$ cat src/rtl/bus_reg_pkg.sv
// Shared types for the Bus8 register bank: per-register access modes and mode lookup.
package bus_reg_pkg;

  typedef enum logic [1:0] {
    REG_RW  = 2'd0,
    REG_RO  = 2'd1,
    REG_WO  = 2'd2,
    REG_W1C = 2'd3
  } reg_mode_t;

  // Upper bound on bank size; mode vectors are widened to this before lookup.
  localparam int MAX_REGS = 256;

  function automatic reg_mode_t reg_mode(input logic [2*MAX_REGS-1:0] modes, input int idx);
    return reg_mode_t'(modes[2*idx +: 2]);
  endfunction

endpackage

$ cat src/rtl/bus_reg_cell.sv
// One bank register: storage, W1C sticky-set merge and write strobe; update and strobe 1 cycle after write.
// No backpressure: a write is taken whenever wr_en_i is high.
module bus_reg_cell
  import bus_reg_pkg::*;
#(
  parameter int               WIDTH = 8,
  parameter reg_mode_t        MODE  = REG_RW,
  parameter logic [WIDTH-1:0] INIT  = '0
) (
  input  logic             clk_i,
  input  logic             rst_ni,
  input  logic             wr_en_i,
  input  logic [WIDTH-1:0] wr_data_i,
  input  logic [WIDTH-1:0] set_i,
  output logic [WIDTH-1:0] val_o,
  output logic             wr_stb_o
);

  logic [WIDTH-1:0] reg_q, reg_d;
  logic             stb_q, stb_d;

  always_comb begin
    reg_d = reg_q;
    unique case (MODE)
      REG_RW, REG_WO: begin
        if (wr_en_i) reg_d = wr_data_i;
      end
      // Set is OR-ed after the clear so a same-cycle set of a cleared bit wins.
      REG_W1C: begin
        reg_d = (reg_q & ~(wr_en_i ? wr_data_i : {WIDTH{1'b0}})) | set_i;
      end
      default: reg_d = reg_q;
    endcase
  end

  assign stb_d = wr_en_i && (MODE != REG_RO);

  always_ff @(posedge clk_i or negedge rst_ni) begin
    if (!rst_ni) begin
      reg_q <= INIT;
      stb_q <= 1'b0;
    end else begin
      reg_q <= reg_d;
      stb_q <= stb_d;
    end
  end

  assign val_o    = (MODE == REG_RO) ? {WIDTH{1'b0}} : reg_q;
  assign wr_stb_o = stb_q;

endmodule

$ cat src/rtl/bus_reg_bank_n.sv
// Parametrised Bus8 register bank; reads return data+DV 1 cycle after CS, writes land 1 cycle later.
// No backpressure (one transaction per CS cycle); define BUS_REG_BANK_ERR_EN to add the o_Bus_Err output.
module bus_reg_bank_n
  import bus_reg_pkg::*;
#(
  parameter int                           WIDTH    = 8,
  parameter int                           NUM_REGS = 8,
  parameter int                           ADDR_W   = 4,
  parameter logic [2*NUM_REGS-1:0]        REG_MODE = '0,
  parameter logic [NUM_REGS*WIDTH-1:0]    INIT     = '0
) (
  input  logic                      i_Bus_Clk,
  input  logic                      i_Bus_Rst_L,
  input  logic                      i_Bus_CS,
  input  logic                      i_Bus_Wr_Rd_n,
  input  logic [ADDR_W-1:0]         i_Bus_Addr8,
  input  logic [WIDTH-1:0]          i_Bus_Wr_Data,
  output logic [WIDTH-1:0]          o_Bus_Rd_Data,
  output logic                      o_Bus_Rd_DV,
  input  logic [NUM_REGS*WIDTH-1:0] i_Reg,
  input  logic [NUM_REGS*WIDTH-1:0] i_Set,
  output logic [NUM_REGS*WIDTH-1:0] o_Reg,
`ifdef BUS_REG_BANK_ERR_EN
  output logic                      o_Bus_Err,
`endif
  output logic [NUM_REGS-1:0]       o_Wr_Stb
);

  localparam logic [2*MAX_REGS-1:0] MODE_EXT = (2*MAX_REGS)'(REG_MODE);

  logic [NUM_REGS-1:0] wr_en;
  logic [WIDTH-1:0]    cell_val [NUM_REGS];
  logic [WIDTH-1:0]    rd_val;
  logic [WIDTH-1:0]    rd_data_q, rd_data_d;
  logic                rd_dv_q, rd_dv_d;

  for (genvar g = 0; g < NUM_REGS; g++) begin : g_reg
    assign wr_en[g] = i_Bus_CS && i_Bus_Wr_Rd_n && (i_Bus_Addr8 == ADDR_W'(g));

    bus_reg_cell #(
      .WIDTH (WIDTH),
      .MODE  (reg_mode(MODE_EXT, g)),
      .INIT  (INIT[g*WIDTH +: WIDTH])
    ) u_cell (
      .clk_i     (i_Bus_Clk),
      .rst_ni    (i_Bus_Rst_L),
      .wr_en_i   (wr_en[g]),
      .wr_data_i (i_Bus_Wr_Data),
      .set_i     (i_Set[g*WIDTH +: WIDTH]),
      .val_o     (cell_val[g]),
      .wr_stb_o  (o_Wr_Stb[g])
    );

    assign o_Reg[g*WIDTH +: WIDTH] = cell_val[g];
  end

  // Unmapped addresses fall through with rd_val = 0.
  always_comb begin
    rd_val = '0;
    for (int i = 0; i < NUM_REGS; i++) begin
      if (i_Bus_Addr8 == ADDR_W'(i)) begin
        unique case (reg_mode(MODE_EXT, i))
          REG_RO:  rd_val = i_Reg[i*WIDTH +: WIDTH];
          REG_WO:  rd_val = '0;
          default: rd_val = cell_val[i];
        endcase
      end
    end
  end

  always_comb begin
    rd_data_d = rd_data_q;
    rd_dv_d   = 1'b0;
    if (i_Bus_CS && !i_Bus_Wr_Rd_n) begin
      rd_data_d = rd_val;
      rd_dv_d   = 1'b1;
    end
  end

  always_ff @(posedge i_Bus_Clk or negedge i_Bus_Rst_L) begin
    if (!i_Bus_Rst_L) begin
      rd_data_q <= '0;
      rd_dv_q   <= 1'b0;
    end else begin
      rd_data_q <= rd_data_d;
      rd_dv_q   <= rd_dv_d;
    end
  end

  assign o_Bus_Rd_Data = rd_data_q;
  assign o_Bus_Rd_DV   = rd_dv_q;

`ifdef BUS_REG_BANK_ERR_EN
  logic err_q, err_d;
  logic hit, bad_mode;

  always_comb begin
    hit      = 1'b0;
    bad_mode = 1'b0;
    for (int i = 0; i < NUM_REGS; i++) begin
      if (i_Bus_Addr8 == ADDR_W'(i)) begin
        hit = 1'b1;
        if (i_Bus_Wr_Rd_n  && reg_mode(MODE_EXT, i) == REG_RO) bad_mode = 1'b1;
        if (!i_Bus_Wr_Rd_n && reg_mode(MODE_EXT, i) == REG_WO) bad_mode = 1'b1;
      end
    end
    err_d = i_Bus_CS && (!hit || bad_mode);
  end

  always_ff @(posedge i_Bus_Clk or negedge i_Bus_Rst_L) begin
    if (!i_Bus_Rst_L) err_q <= 1'b0;
    else              err_q <= err_d;
  end

  assign o_Bus_Err = err_q;
`endif

endmodule
$ cat config.mk
export PLATFORM = sky130hd
export DESIGN_NAME = bus_reg_bank_n
export DESIGN_NICKNAME = d
export VERILOG_FILES = /design/src/rtl/bus_reg_pkg.sv /design/src/rtl/bus_reg_cell.sv /design/src/rtl/bus_reg_bank_n.sv
export SDC_FILE = /design/constraint.sdc
export NUM_CORES = 1
export LEC_CHECK = 0
export BUFFER_PORTS_ARGS = -buffer_cell sky130_fd_sc_hd__buf_2
export CAP_MARGIN = 20
export CORE_MARGIN = 10
export CORE_UTILIZATION = 48
export CTS_BUF_LIST = sky130_fd_sc_hd__clkbuf_8
export DETAILED_ROUTE_END_ITERATION = 12
export GPL_ROUTABILITY_DRIVEN = 0
export PLACE_DENSITY = 0.95
export SLEW_MARGIN = 20
export SYNTH_ARGS = -nofsm -noshare
export SYNTH_HDL_FRONTEND = slang
export SYNTH_SLANG_ARGS = --single-unit
export TNS_END_PERCENT = 1
$ cat constraint.sdc
create_clock -name i_Bus_Clk -period 3.1 [get_ports i_Bus_Clk]
set_input_delay 0.62 -clock i_Bus_Clk [delete_from_list [all_inputs] [get_ports i_Bus_Clk]]
set_output_delay 0.62 -clock i_Bus_Clk [all_outputs]
set_load 0.03 [all_outputs]
==> results.py, run 1 <==
metrics = {
    "timing": {
        "final_max_slew_viol_count": 0,
        "skew_ns": 0.00859,
        "rsz0062_at_grt": "false",
        "period_share": 0.739,
        "hold_violations": 0,
        "fmax_mhz": 437,
        "worst_slew_pin_slew_ns": 0.984,
        "fin_crit_ns": 2.29,
        "final.setup.worst_slack_ns": 0.810,
        "tns_ns": 0,
        "relSlewSlack": 0.344,
        "setup_viol": 0,
    },
    "critical_path": {
        "r2r_cells": 4,
        "critPathBufInv": 1,
        "crit_family": "simple AND/OR/NAND/NOR gates",
        "path_max_fanout": 27,
        "cpMaxStageDelayCell": "nand4_1",
        "crit_path_max_incr_delay_ns": 0.61,
        "critPathCaptureType": "flop",
        "crit_path_start_kind": "primary input",
        "cp-startpoint": "i_Bus_Addr8[0]",
        "required_ns": 3.34,
        "criticalPathCategory": "in -> reg",
        "cp.arrival_ns": 2.53,
        "r2r_start": "g_reg[5].u_cell.val_o[6]$_DFFE_PN0P_",
        "rrSetupSlack_ns": 1.86,
        "crit_chain": "buf_2 -> nor2b_1 -> nand4_1 -> mux2_2",
        "path_depth": 4,
    },
    "floorplan": {
        "initial_core_util": 0.489,
        "rows": 32,
        "die_area_mm2": 0.0117,
        "die_y_um": 108,
        "ios": 225,
        "dieWidth_um": 108,
        "design.core.area_mm2": 0.00765,
    },
    "placed_design": {
        "place_ws_ns": 0.437,
        "place_inst": 468,
        "dp_hpwl_um": 7370,
        "port_buffers": 96,
    },
    "power": {
        "p_total_mw": 3.20,
        "p_per_area_mw_per_mm2": 715,
        "static-leakage-power_nw": 2.30,
        "ir_drop_uv": 415,
    },
    "clocking": {
        "hold_buffers": 0,
        "cts-root-buf": "clkbuf_8",
        "cts_resized": 0,
        "cts_htree_levels": 3,
        "cts_tree": "done",
        "cts.path.max_buffers": 2,
        "clkLatencyLatePin_ns": 0.36,
        "clkTransAtPathRegs_ns": 0.08,
        "cts_buffers": 9,
        "cts_setup_buffers": 0,
        "clkSinkCount": 81,
    },
    "routing": {
        "antenna_left": 0,
        "drt-total-wl_um": 10200,
        "drtPass1Iterations": 4,
        "vias": 2717,
        "vias_per_cell": 5.61,
        "routedWlPerCell_um": 21.0,
        "drcViolationCount": 0,
        "drt_iter0_markers": 96,
    },
    "synth": {
        "netlist_instances": 289,
        "synth_edf_count": 0,
        "synth_fp_nets": 433,
        "syn_avg_cell_area_um2": 12.9,
        "ys_seq_elements": 81,
        "seq_area_frac_synth": 0.542,
        "synth-main-ff-cell": "dfrtp_1",
        "synthDistinctLibCells": 34,
        "ys_async_sr_fraction": 1.00,
        "synth_warnings": 0,
        "synth_area_mm2": 0.00374,
    },
    "global_routing": {
        "grt_max_degree": 82,
        "first_global_vias": 2953,
        "grt_pass1_wl_um": 15400,
        "grt-ovfl-total": 0,
        "antenna_found_initial": 0,
        "grtUsageTotal": 0.172,
    },
    "run": {
        "drv_cap": 0,
    },
    "final_layout": {
        "final_common_cell": "buf_2",
        "antenna_cells": 0,
        "nets": 521,
        "fin_cells": 484,
        "final_cell_mix": "buf_2, dfrtp_1, mux2_2",
        "drive_gt1_frac": 0.521,
        "syn2layout_area_growth_pct": 19.8,
    },
    "hold_path": {
        "timing.hold.worst.class": "in -> async",
    },
    "status": {
        "run_status": "completed",
    },
}
-- per-stage QoR --
step                area [um2]  utilization  hold WS, ns
global route              4480        0.586        0.502
finish                    4480        0.586        0.422
global placement          4250        0.556        0.502
CTS                       4480        0.586        0.449
floorplan                 3740            -        0.324
detailed placement        4250        0.556        0.516
-- worst paths after layout --
check,endpoint
max reg2reg,o_Bus_Rd_Data[6]$_DFFE_PN0P_
max,g_reg[2].u_cell.val_o[0]$_DFFE_PN0P_
min in group i_Bus_Clk,g_reg[5].u_cell.val_o[0]$_DFFE_PN0P_
min reg2reg,g_reg[5].u_cell.val_o[0]$_DFFE_PN0P_
min,g_reg[7].u_cell.val_o[4]$_DFFE_PN0P_
max in group asynchronous,g_reg[1].u_cell.val_o[2]$_DFFE_PN0P_
-- power breakdown --
| part | internal [mW] | switching (mW) | leakage, nW | total (mW) |
|---|---|---|---|---|
| Sequential | 1.23 | 0.144 | 1.04 | 1.38 |
| Clock | 0.496 | 0.376 | 0.121 | 0.872 |
| Combinational | 0.340 | 0.615 | 1.13 | 0.954 |
| Total | 2.07 | 1.13 | 2.30 | 3.20 |
-- per-layer routing --
layer,vias up,global-route usage,share of wire,wire (um)
met2,119,0.276,0.47,4820
met3,21,0.0589,0.094,954
met1,1371,0.196,0.41,4120
met5,-,0,0,0
met4,0,0.102,0.026,268
li1,1206,-,-,-
-- sequential cells by signal, summed over array words and instances, names as in the netlist --
name and count:
o_Bus_Rd_DV 1, g.u_cell.wr_stb_o 8, o_Bus_Rd_Data 8, g.u_cell.val_o 64
-- logic make-up (layout without fill, tap and decap cells) --
| family | count (synthesis) | in the layout | share of synthesized area |
|---|---|---|---|
| flops | 81 | 81 | 0.542 |
| simple gates | 41 | 41 | 0.0579 |
| compound gates | 47 | 47 | 0.0870 |
| mux | 88 | 88 | 0.268 |
| buf+inv | 32 | 125 | 0.0455 |
-- area by class of cell --
cell class,count,area (um2)
multi-input combinational,176,1540
fill,668,3170
clock inverter,5,77.6
inverter,7,26.3
tap,102,128
clock buffer,11,151
sequential,81,2030
timing repair buffer,102,528
-- Yosys cell counts, types with 3 or more instances --
cell / n / area, um2
a21boi_0: 5 / 37.5
a31o_2: 3 / 26.3
a31oi_1: 5 / 31.3
or3_1: 3 / 18.8
nand2_1: 7 / 26.3
nor2_2: 3 / 18.8
mux2_4: 8 / 120
a2bb2oi_1: 3 / 26.3
mux2i_1: 16 / 160
o32ai_1: 3 / 26.3
clkbuf_1: 5 / 18.8
nor2_1: 16 / 60.1
o21ai_0: 12 / 60.1
inv_1: 7 / 26.3
mux2_2: 64 / 721
buf_2: 9 / 45.0
nor2b_1: 4 / 25.0
a22oi_1: 3 / 22.5
a22o_1: 5 / 43.8
buf_4: 8 / 60.1
dfrtp_1: 81 / 2030
o22ai_1: 7 / 43.8
-- worst register-to-register path, cell delays in order (launching register included) --
cell     delay [ns]
dfrtp_1        0.40
mux2_2         0.27
a22oi_1        0.14
o22ai_1        0.11
a31o_2         0.22
Note: power is estimated with default switching activity, not from simulation.
==> inputs of run 2 (changes only) <==
Settings changed: ABC_AREA from default to 1, CORE_UTILIZATION 48 to 44, PLACE_DENSITY 0.95 to 0.9.
Clock period 3.1 ns to 2.37 ns, I/O delays scaled along.
==> results.py, run 2 <==
metrics = {
    "power": {
        "p_total_mw": 4.21,
        "p_switching_mw": 1.57,
        "p_per_area_mw_per_mm2": 958,
        "pwr-share-comb": 0.280,
        "p_sw_frac": 0.373,
        "p_seq_frac": 0.429,
        "p_int_mw": 2.64,
        "ir_drop_uv": 298,
        "static-leakage-power_nw": 2.38,
        "p_clk_frac": 0.291,
    },
    "synth": {
        "ys_top_cells_by_area": "dfrtp_1, nand2_1, o21ai_0, nand3_1, inv_1",
        "synth_area_mm2": 0.00366,
        "ys_async_sr_fraction": 1.00,
        "netlist_top_cells_count": "nand2_1, dfrtp_1, o21ai_0",
        "synthDistinctLibCells": 21,
        "synth_fp_nets": 544,
        "yosysTopAreaCellShare": 0.554,
        "syn_avg_cell_area_um2": 9.15,
        "netlist_instances": 400,
        "synth_warnings": 0,
        "synth_edf_count": 0,
        "seq_area_frac_synth": 0.554,
        "yosysMostFrequentCell": "nand2_1",
        "synth-main-ff-cell": "dfrtp_1",
        "ys_seq_elements": 81,
        "yosysTopAreaCell": "dfrtp_1",
    },
    "critical_path": {
        "r2r_start": "g_reg[2].u_cell.val_o[1]$_DFFE_PN0P_",
        "crit_family": "flip-flops",
        "path_max_fanout": 3,
        "cpMaxStageDelayCell": "dfrtp_1",
        "cp.arrival_ns": 1.02,
        "criticalPathCategory": "reg -> out",
        "crit_chain": "buf_2",
        "path_depth": 1,
        "cp-startpoint": "g_reg[0].u_cell.val_o[0]$_DFFE_PN0P_",
        "critPathCaptureType": "output port",
        "crit_path_start_kind": "flop",
        "rrSetupSlack_ns": 1.18,
        "crit_path_max_incr_delay_ns": 0.41,
        "endpoint": "o_Reg[0]",
        "required_ns": 1.90,
        "r2r-end": "o_Bus_Rd_Data[1]$_DFFE_PN0P_",
        "critPathBufInv": 1,
        "r2r_cells": 6,
    },
    "timing": {
        "fmax_mhz": 667,
        "setup_viol": 0,
        "skew_ns": 0.00771,
        "period_share": 0.632,
        "relSlewSlack": 0.548,
        "hold_violations": 0,
        "final.setup.worst_slack_ns": 0.871,
        "worst_slew_pin_slew_ns": 0.676,
        "rsz0062_at_grt": "false",
        "tns_ns": 0,
        "whs_ns": 0.0803,
        "final_max_slew_viol_count": 0,
        "fin_crit_ns": 1.50,
    },
    "final_layout": {
        "final_cell_mix": "nand2_1, buf_2, dfrtp_1",
        "largest_register_ffs": 64,
        "syn2layout_area_growth_pct": 20.1,
        "drive_gt1_frac": 0.306,
        "final_common_cell": "nand2_1",
        "final_cell_area_mm2": 0.00440,
        "nets": 633,
    },
    "floorplan": {
        "design.core.area_mm2": 0.00813,
        "initial_core_util": 0.450,
        "die_y_um": 111,
        "ios": 225,
        "rows": 33,
        "dieWidth_um": 111,
        "die_area_mm2": 0.0124,
    },
    "clocking": {
        "clkSinkCount": 81,
        "clkLatencyLatePin_ns": 0.38,
        "clkTransAtPathRegs_ns": 0.07,
        "cts_htree_levels": 3,
        "hold_buffers": 0,
        "cts_setup_buffers": 0,
        "cts_tree": "done",
        "cts.path.max_buffers": 2,
        "cts-root-buf": "clkbuf_8",
        "cts_resized": 0,
        "cts_buffers": 9,
    },
    "routing": {
        "drt_iter0_markers": 335,
        "vias": 3120,
        "antenna_left": 0,
        "drtPass1Iterations": 6,
        "wl_met1_um": 4840,
        "routedWlPerCell_um": 18.1,
        "drt-total-wl_um": 10900,
        "dr_wl_met2_um": 4270,
        "drcViolationCount": 0,
        "vias_per_cell": 5.19,
        "met3_length_um": 1380,
        "routed.top_layer": "met4",
    },
    "run": {
        "drv_cap": 0,
    },
    "hold_path": {
        "timing.hold.worst.class": "in -> async",
    },
    "global_routing": {
        "antenna_found_initial": 2,
        "first_global_vias": 3055,
        "grt_pass1_wl_um": 17300,
        "grtUsageTotal": 0.175,
        "grt-ovfl-total": 0,
        "grt_max_degree": 43,
    },
    "placed_design": {
        "port_buffers": 96,
        "dpl_cell_area_mm2": 0.00415,
        "place_ws_ns": 0.582,
        "dp_hpwl_um": 8210,
    },
    "status": {
        "run_status": "completed",
    },
}
[run 2: area by class of cell]
class | instances | area, um2
fill | 702 | 3740
inverter | 38 | 143
clock inverter | 6 | 105
antenna | 2 | 5.00
clock buffer | 10 | 138
timing repair buffer | 98 | 510
tap | 105 | 131
sequential | 81 | 2030
multi-input combinational | 261 | 1340
[run 2: through the flow]
step                      instances  utilization
after CTS                       599        0.540
after detailed placement        583        0.510
after global placement          583        0.510
after floorplan                 400            -
final                           601        0.540
after global routing            600        0.540
[run 2: metal layers]
layer  track usage  vias up
met5             0        -
met4        0.0883        0
met3        0.0936       23
met2         0.231      151
met1         0.225     1459
li1              -     1487
[run 2: worst min path at each step]
stage | depth (start not counted) | slack [ns] | endpoint
3_3_place_gp | 2 | 0.46 | o_Bus_Rd_Data[2]$_DFFE_PN0P_
5_1_grt | 1 | 0.12 | g_reg[1].u_cell.wr_stb_o$_DFF_PN0_
3_5_place_dp | 2 | 0.47 | o_Bus_Rd_Data[1]$_DFFE_PN0P_
4_1_cts | 1 | 0.1 | g_reg[1].u_cell.wr_stb_o$_DFF_PN0_
2_1_floorplan | 0 | 0.18 | g_reg[0].u_cell.val_o[0]$_DFFE_PN0P_
6_report | 1 | 0.08 | g_reg[0].u_cell.wr_stb_o$_DFF_PN0_
[run 2: power by group through the flow]
| stage | Clock, mW | Sequential, mW | Combinational (mW) |
|---|---|---|---|
| floorplan | 0 | 2.25 | 0.293 |
| detailed placement | 0 | 1.82 | 1.18 |
| CTS | 1.22 | 1.80 | 1.19 |
| global route | 1.28 | 1.83 | 1.28 |
| finish | 1.23 | 1.80 | 1.18 |
| global placement | 0 | 1.80 | 1.16 |
[run 2: cell families (layout without fill, tap and decap cells)]
family,after synthesis,after routing,share of synthesized area
flip-flops,81,81,0.554
AND/OR/NAND/NOR,184,184,0.246
buffers and inverters,58,152,0.0807
AO/OA/AOI/OAI,77,77,0.120
other,0,2,0
==> inputs of run 3 (changes only) <==
Clock period 2.37 ns to 1.4 ns, I/O delays scaled along.
==> results.py, run 3 (synthesis gave the netlist of run 2 again) <==
metrics = {
    "status": {
        "run_status": "completed",
    },
    "routing": {
        "routedWlPerCell_um": 17.6,
        "drt-total-wl_um": 10800,
        "drt_iter0_markers": 265,
        "drcViolationCount": 0,
        "antenna_left": 0,
        "drtPass1Iterations": 5,
        "vias_per_cell": 5.22,
        "vias": 3187,
    },
    "final_layout": {
        "drive_gt1_frac": 0.320,
        "syn2layout_area_growth_pct": 22.0,
        "final_common_cell": "nand2_1",
        "nets": 647,
        "final_cell_mix": "nand2_1, buf_2, dfrtp_1",
        "antenna_cells": 0,
        "largest_register_ffs": 64,
    },
    "clocking": {
        "cts_setup_buffers": 0,
        "cts_buffers": 9,
        "cts_resized": 0,
        "cts_htree_levels": 3,
        "cts-root-buf": "clkbuf_8",
        "hold_buffers": 1,
        "cts_tree": "done",
        "clkLatencyLatePin_ns": 0.36,
        "clkTransAtPathRegs_ns": 0.07,
        "clkSinkCount": 81,
        "cts.path.max_buffers": 2,
    },
    "global_routing": {
        "first_global_vias": 3115,
        "grtUsageTotal": 0.177,
        "grt-ovfl-total": 0,
        "grt_pass1_wl_um": 17400,
        "antenna_found_initial": 1,
        "grt_max_degree": 82,
    },
    "floorplan": {
        "die_area_mm2": 0.0124,
        "initial_core_util": 0.450,
        "ios": 225,
        "rows": 33,
        "design.core.area_mm2": 0.00813,
        "dieWidth_um": 111,
        "die_y_um": 111,
    },
    "critical_path": {
        "critPathCaptureType": "output port",
        "r2r-end": "o_Bus_Rd_Data[0]$_DFFE_PN0P_",
        "crit_chain": "buf_2",
        "criticalPathCategory": "reg -> out",
        "r2r_cells": 6,
        "critPathBufInv": 1,
        "cp.arrival_ns": 1.01,
        "r2r_start": "g_reg[2].u_cell.val_o[0]$_DFFE_PN0P_",
        "path_max_fanout": 3,
        "cpMaxStageDelayCell": "dfrtp_1",
        "required_ns": 1.12,
        "rrSetupSlack_ns": 0.16,
        "crit_family": "flip-flops",
        "crit_path_start_kind": "flop",
        "crit_path_max_incr_delay_ns": 0.42,
    },
    "hold_path": {
        "hold_start": "i_Bus_Wr_Data[1]",
        "timing.hold.worst.class": "in -> reg",
        "min_delay_path_depth": 3,
        "min_to": "g_reg[3].u_cell.val_o[1]$_DFFE_PN0P_",
    },
    "timing": {
        "worst_slew_pin_slew_ns": 0.410,
        "period_share": 0.924,
        "setup_viol": 0,
        "fmax_mhz": 773,
        "rsz0062_at_grt": "false",
        "final_max_slew_viol_count": 0,
        "final.setup.worst_slack_ns": 0.106,
        "whs_ns": 0.152,
        "skew_ns": 0.00660,
        "hold_violations": 0,
        "fin_crit_ns": 1.29,
        "relSlewSlack": 0.727,
    },
    "power": {
        "pwr-share-comb": 0.302,
        "ir_drop_uv": 516,
        "p_per_area_mw_per_mm2": 1500,
        "p_seq_frac": 0.455,
        "p_clk_frac": 0.243,
        "p_int_mw": 4.11,
        "p_switching_mw": 2.60,
        "p_sw_frac": 0.387,
        "p_total_mw": 6.71,
        "static-leakage-power_nw": 2.43,
    },
    "run": {
        "drv_cap": 0,
    },
    "placed_design": {
        "place_ws_ns": -0.160,
        "dp_hpwl_um": 8230,
        "port_buffers": 96,
    },
}
run 3: worst register-to-register path: stages, from the launching register on:
cell     delay (ns)
dfrtp_1        0.43
nand3_1        0.11
nand3_1        0.07
nor2_1         0.20
nand4_1        0.18
nand2_1        0.11
nand2_1        0.05
run 3: worst max path at each step:
stage                                    startpoint                                   end  cells after the start
6_report       g_reg[2].u_cell.val_o[0]$_DFFE_PN0P_                             o_Reg[16]                      1
3_5_place_dp                         i_Bus_Addr8[0]  g_reg[0].u_cell.val_o[1]$_DFFE_PN0P_                      6
4_1_cts        g_reg[2].u_cell.val_o[0]$_DFFE_PN0P_                             o_Reg[16]                      1
3_3_place_gp                         i_Bus_Addr8[0]  g_reg[0].u_cell.val_o[7]$_DFFE_PN0P_                      6
5_1_grt        g_reg[2].u_cell.val_o[0]$_DFFE_PN0P_                             o_Reg[16]                      1
2_1_floorplan                        i_Bus_Addr8[0]  g_reg[5].u_cell.val_o[0]$_DFFE_PN0P_                      7
run 3: per-layer routing:
metal,global-route usage,vias up,share of wire
met5,0,-,0
met3,0.0974,23,0.13
li1,-,1506,-
met2,0.246,178,0.41
met4,0.0651,0,0.028
met1,0.225,1480,0.44
run 3: power groups by stage:
stage / clock (mW) / combinational (mW) / sequential, mW
2_1_floorplan: 0 / 0.495 / 3.81
3_3_place_gp: 0 / 1.99 / 3.05
3_5_place_dp: 0 / 2.03 / 3.09
4_1_cts: 1.64 / 2.05 / 3.05
5_1_grt: 1.76 / 2.20 / 3.11
6_report: 1.63 / 2.03 / 3.06
run 3: area by class of cell:
| type | count | area, um2 |
|---|---|---|
| Timing Repair Buffer | 112 | 643 |
| Inverter | 38 | 143 |
| Sequential cell | 81 | 2030 |
| Tap cell | 105 | 131 |
| Clock inverter | 4 | 45.0 |
| Clock buffer | 10 | 138 |
| Multi-Input combinational cell | 261 | 1340 |
| Fill cell | 712 | 3670 |
run 3: through the flow:
step | setup TNS, ns | instance area (um2) | instances | utilization
finish | 0 | 4460 | 611 | 0.549
global route | 0 | 4460 | 611 | 0.549
CTS | 0 | 4460 | 611 | 0.549
detailed placement | -1.44 | 4270 | 596 | 0.525
global placement | -0.507 | 4270 | 596 | 0.525
floorplan | 0 | 3660 | 400 | -
